`src/rtl/uart_tx_if.sv`:
```
// Byte push handshake between a producer and the UART transmitter FIFO.
interface uart_tx_if;
    logic [7:0] tx_data;
    logic       tx_valid;
    logic       tx_ready;

    modport master (output tx_data, output tx_valid, input tx_ready);
    modport slave  (input tx_data, input tx_valid, output tx_ready);
endinterface

```
`src/rtl/uart_tx.sv`:
```
// 8N1 UART transmitter: valid/ready push into a small FIFO, LSB-first shift engine on txd.
module uart_tx #(
    parameter int unsigned CLKS_PER_BIT = 217,
    parameter int unsigned FIFO_DEPTH   = 8
) (
    input  logic                        clk,
    input  logic                        resetn,
    uart_tx_if.slave                    tx_if,
    output logic                        txd,
    output logic                        busy,
    output logic [$clog2(FIFO_DEPTH):0] fifo_count
);

    localparam int unsigned AW = $clog2(FIFO_DEPTH);
    localparam int unsigned CW = AW + 1;
    localparam int unsigned BW = $clog2(CLKS_PER_BIT);

    typedef enum logic [1:0] {IDLE, START, DATA, STOP} state_t;

    state_t        state;
    logic [7:0]    mem [FIFO_DEPTH];
    logic [AW-1:0] wr_ptr;
    logic [AW-1:0] rd_ptr;
    logic [CW-1:0] count;
    logic [BW-1:0] baud;
    logic [2:0]    bit_idx;
    logic [7:0]    shift;
    logic          push;
    logic          pop;
    logic          bit_end;

    assign tx_if.tx_ready = (count != CW'(FIFO_DEPTH));
    assign push       = tx_if.tx_valid && tx_if.tx_ready;
    assign pop        = (state == IDLE) && (count != '0);
    assign bit_end    = (baud == BW'(CLKS_PER_BIT - 1));
    assign busy       = (state != IDLE) || (count != '0);
    assign fifo_count = count;

    // Storage is not reset; pointers and count define which entries are live.
    always_ff @(posedge clk) begin
        if (push) mem[wr_ptr] <= tx_if.tx_data;
    end

    // FIFO pointers and occupancy; pointers wrap naturally since depth is a power of 2.
    always_ff @(posedge clk or negedge resetn) begin
        if (!resetn) begin
            wr_ptr <= '0;
            rd_ptr <= '0;
            count  <= '0;
        end else begin
            if (push) wr_ptr <= wr_ptr + AW'(1);
            if (pop)  rd_ptr <= rd_ptr + AW'(1);
            case ({push, pop})
                2'b10:   count <= count + CW'(1);
                2'b01:   count <= count - CW'(1);
                default: count <= count;
            endcase
        end
    end

    // Shift engine; txd is registered so it only moves on bit boundaries.
    always_ff @(posedge clk or negedge resetn) begin
        if (!resetn) begin
            state   <= IDLE;
            txd     <= 1'b1;
            baud    <= '0;
            bit_idx <= '0;
            shift   <= '0;
        end else begin
            case (state)
                IDLE: begin
                    txd <= 1'b1;
                    if (pop) begin
                        shift <= mem[rd_ptr];
                        baud  <= '0;
                        txd   <= 1'b0;
                        state <= START;
                    end
                end
                START: begin
                    if (bit_end) begin
                        baud    <= '0;
                        bit_idx <= '0;
                        txd     <= shift[0];
                        state   <= DATA;
                    end else begin
                        baud <= baud + BW'(1);
                    end
                end
                DATA: begin
                    if (bit_end) begin
                        baud <= '0;
                        if (bit_idx == 3'd7) begin
                            txd   <= 1'b1;
                            state <= STOP;
                        end else begin
                            shift   <= shift >> 1;
                            txd     <= shift[1];
                            bit_idx <= bit_idx + 3'd1;
                        end
                    end else begin
                        baud <= baud + BW'(1);
                    end
                end
                STOP: begin
                    if (bit_end) begin
                        baud  <= '0;
                        state <= IDLE;
                    end else begin
                        baud <= baud + BW'(1);
                    end
                end
                default: begin
                    txd   <= 1'b1;
                    state <= IDLE;
                end
            endcase
        end
    end

endmodule

```
`src/flat_wrapper.sv`:
```
// flat-port wrapper written by rule: the top's interface ports become plain ports
module uart_tx_flat 
#(
    parameter int unsigned CLKS_PER_BIT = 217,
    parameter int unsigned FIFO_DEPTH   = 8
)
  (clk, resetn, txd, busy, fifo_count, tx_if_tx_data, tx_if_tx_valid, tx_if_tx_ready);
  uart_tx_if tx_if_i ();
  input  logic clk;
  input  logic resetn;
  output logic txd;
  output logic busy;
  output logic [$clog2(FIFO_DEPTH):0] fifo_count;
  input wire logic [$bits(tx_if_i.tx_data)-1:0] tx_if_tx_data;
  input wire logic [$bits(tx_if_i.tx_valid)-1:0] tx_if_tx_valid;
  output wire logic [$bits(tx_if_i.tx_ready)-1:0] tx_if_tx_ready;
  assign tx_if_i.tx_data = tx_if_tx_data;
  assign tx_if_i.tx_valid = tx_if_tx_valid;
  assign tx_if_tx_ready = tx_if_i.tx_ready;
  uart_tx #(.CLKS_PER_BIT(CLKS_PER_BIT), .FIFO_DEPTH(FIFO_DEPTH)) u_core (.clk(clk), .resetn(resetn), .tx_if(tx_if_i), .txd(txd), .busy(busy), .fifo_count(fifo_count));
endmodule
```
`config.mk`:
```
export PLATFORM = sky130hd
export DESIGN_NAME = uart_tx_flat
export DESIGN_NICKNAME = d
export VERILOG_FILES = /design/src/rtl/uart_tx_if.sv /design/src/rtl/uart_tx.sv /design/src/flat_wrapper.sv
export SDC_FILE = /design/constraint.sdc
export NUM_CORES = 1
export LEC_CHECK = 0
export ABC_CLOCK_PERIOD_IN_PS = 2710
export BUFFER_PORTS_ARGS = -buffer_cell sky130_fd_sc_hd__buf_2
export CAP_MARGIN = 15
export CORE_MARGIN = 10
export CORE_UTILIZATION = 55
export CTS_CLUSTER_DIAMETER = 150
export DETAILED_ROUTE_END_ITERATION = 8
export GPL_ROUTABILITY_DRIVEN = 1
export PLACE_DENSITY = 0.72
export RECOVER_POWER = 100
export SYNTH_ARGS = -nofsm -noshare
export SYNTH_HDL_FRONTEND = slang
export SYNTH_SLANG_ARGS = --single-unit
```
`constraint.sdc`:
```
create_clock -name clk -period 2.71 [get_ports clk]
set_input_delay 0.271 -clock clk [delete_from_list [all_inputs] [get_ports clk]]
set_output_delay 0.271 -clock clk [all_outputs]
set_load 0.1 [all_outputs]
```
==> impl_metrics.json <==
{
  "gr-total-overflow": 0,
  "finalSetupViolations": 0,
  "die_h_um": 109,
  "routedWlPerCell_um": 18.0,
  "rrSetupSlack_ns": 0.24,
  "post-dp-hpwl_um": 5060,
  "finalHoldViolations": 0,
  "avgSynthCellArea_um2": 15.4,
  "slew_headroom_pct": -16.7,
  "drcViolationCount": 0,
  "synth_top_area_share_pct": 44.2,
  "power.leakage_nw": 1.75,
  "ir_worst_vdd_v": 0.000513,
  "grt_max_degree": 33,
  "syn_inst": 282,
  "final.setup.tns_ns": 0,
  "status": "complete, but fails checks",
  "clk_path_buf_depth": 2,
  "dp_cells": 398,
  "synth-seq-area-share_pct": 62.6,
  "synth-compound-area-share_pct": 7.71,
  "final.min_clock_period_ns": 2.47,
  "rsz0062_at_grt": "no",
  "crit_type": "flop to flop",
  "via_count": 2384,
  "min_to": "u_core.wr_ptr[2]",
  "cts.sinks": 96,
  "violations": "max-capacitance violations, max-slew violations",
  "synth_top_area_cell": "edfxtp_1",
  "first_pass_iters": 4,
  "final_cells": 415,
  "drive_gt1_share_pct": 16.6,
  "tightest_slew_ns": 1.75,
  "gp_congestion": 0.791,
  "synth_nets": 307,
  "wl_um": 7460,
  "htree_levels": 3,
  "cts_root_buf": "clkbuf_8",
  "synth_xor_area_share_pct": 1.81,
  "start_util_pct": 56.3,
  "clock_latency_ns": 0.37,
  "power.internal_mw": 3.11,
  "rows": 32,
  "core_um2": 7730,
  "dieArea_um2": 11900,
  "reg2reg_from": "u_core.fifo_count[2]",
  "synth_area_leaders": "edfxtp_1, dfrtp_1, mux4_1",
  "yosys_warnings": 0,
  "path_clk_slew_ns": 0.10,
  "hold_path_class": "input pin to flop",
  "cts_tree": "built",
  "max_freq_mhz": 404,
  "antenna_found_initial": 0,
  "endpoint_kind": "flop",
  "drv_cap": 1,
  "hold_depth": 3,
  "synthMuxAreaShare_pct": 14.5,
  "synth_fa_ha_area_share_pct": 4.03,
  "synth_flop_cell": "edfxtp_1",
  "power_density_nw_per_um2": 1080,
  "track_usage_pct": 13.8,
  "finalCritPeriodShare_pct": 91.3,
  "seq_power_share_pct": 43.7,
  "ioPinCount": 18,
  "grt_pass1_vias": 2420,
  "async_reset_ff_share_pct": 33.3,
  "switching_power_mw": 1.97,
  "arrival_ns": 2.74,
  "synth_cell_types": 51,
  "p_sw_share_pct": 38.8,
  "die_w_um": 109,
  "ys_seq_elements": 96,
  "synth_edf_count": 64,
  "skew_ns": 0.00994,
  "num-fill-cells": 561,
  "crit_required_ns": 2.97,
  "r2r-end": "u_core.fifo_count[2]",
  "hold_start": "tx_if_tx_valid",
  "grt_pass1_wl_um": 12500,
  "synth_top_family_by_area": "multiplexers",
  "pwr-share-clk_pct": 17.9,
  "diodes": 0,
  "cts_inserted_buffers": 9,
  "syn_area_um2": 4350,
  "yosys.area_share.simple_pct": 6.81,
  "via_per_inst": 5.74,
  "drtAntennaViolNets": 0,
  "area_growth_pct": 8.51,
  "nets": 333,
  "drt-initial-drc-count": 154,
  "r2r_cells": 9,
  "portBuffers": 17,
  "cp-start-kind": "flop",
  "cp_max_fo": 8,
  "p_comb_share_pct": 38.4,
  "drv_slew": 33
}
cell usage in the layout, fill, tap and decap left out, types with 5 or more instances in the layout:
cell type and n:
a21oi_1 8, inv_1 7, ha_1 13, clkbuf_8 9, nor3_1 6, o21ai_0 26, clkbuf_1 23, xor2_1 5
nand2_1 12, mux2_2 11, mux4_1 9, nand3_1 6, edfxtp_1 64, mux2i_1 10, mux4_2 7, dfrtp_1 27
nor2_1 6
worst max path at each step:
stage                         startpoint                    to  slack, ns  depth (start not counted)
finish              u_core.fifo_count[2]  u_core.fifo_count[2]       0.24                          9
global route        u_core.fifo_count[2]  u_core.fifo_count[2]       0.03                          9
CTS                 u_core.fifo_count[2]  u_core.fifo_count[2]       0.20                          9
detailed placement  u_core.fifo_count[1]  u_core.fifo_count[2]       0.22                          9
global placement    u_core.fifo_count[2]  u_core.fifo_count[2]       0.26                          9
floorplan           u_core.fifo_count[2]  u_core.fifo_count[2]      0.009                         10
cells in the mapped netlist, types with 2 or more instances:
cell type   n
a21oi_1     8
and2_1      2
mux4_1      9
mux4_2      7
a211oi_1    3
nor3_1      6
o2bb2ai_1   3
dfrtp_1    31
buf_2       5
mux2_2     11
o21ai_1     7
nand2b_1    4
inv_1       7
o21ai_0    19
nor2b_1     4
nand3_1     6
nand4_1     2
clkbuf_1    5
nor2_1      6
edfxtp_1   64
mux2i_1    10
nand2_1    12
xor2_1      5
a21o_1      3
xnor2_1     4
ha_1       14
worst max-delay path, stage by stage, from the launching register on:
cell,delay (ns)
dfrtp_4,0.52
or4b_1,0.62
nand2_2,0.20
ha_2,0.26
xor2_1,0.08
ha_1,0.17
a21oi_1,0.15
xor2_1,0.17
nor2_1,0.06
xor2_1,0.14
per-stage QoR:
step           hold WS (ns)  util [%]  area, um2  power (mW)  worst slack (ns)
4_1_cts               0.157      61.7       4770        5.18             0.197
3_3_place_gp          0.372      59.1       4570        4.22             0.265
2_1_floorplan       -0.0246         -       4370        3.85           0.00914
3_5_place_dp          0.376      59.1       4570        4.27             0.216
5_1_grt               0.205      61.1       4720        5.44            0.0338
6_report              0.195      61.1       4720        5.08             0.236
layer usage:
metal | global-route usage, % | wire length (um)
met1 | 17.5 | 3430
met2 | 22.2 | 3620
met3 | 3.07 | 270
met4 | 6.40 | 143
met5 | 0 | 0
sequential cells by signal, summed over array words and instances, names as in the netlist:
signal and flops:
u_core.mem 64, u_core.baud 8, u_core.shift 8, u_core.fifo_count 4, u_core.bit_idx 3, u_core.rd_ptr 3, u_core.wr_ptr 3, u_core.state 2
u_core.txd 1
kinds of logic after synthesis:
kind of cell	count (synthesis)
adders and majority gates	14
AOI/OAI and AO/OA	51
muxes	38
and+or+nand+nor	53
DFF	96
xor gates and xnor gates	9
buffers and inverters	21
power groups by stage:
stage	clock, mW	sequential [mW]	combinational (mW)
2_1_floorplan	0	2.41	1.44
3_3_place_gp	0	2.23	1.99
3_5_place_dp	0	2.25	2.02
4_1_cts	0.933	2.22	2.03
5_1_grt	1.00	2.27	2.17
6_report	0.910	2.22	1.95
layout make-up:
cell class	instances	area, um2	area share (%)
clock inverter	7	67.6	1.43
clock buffer	9	124	2.62
tap	102	128	2.70
multi-input combinational	165	1520	32.2
inverter	8	30.0	0.636
sequential	96	2730	57.9
timing repair buffer	28	119	2.52
timing repair:
action	in CTS	in global routing
setup buffers	0	0
hold buffers	1	0
gates resized for setup	0	2
setup endpoints to repair	0	2
endpoints found under the hold margin	31	0
(Power assumes the default switching activity.)
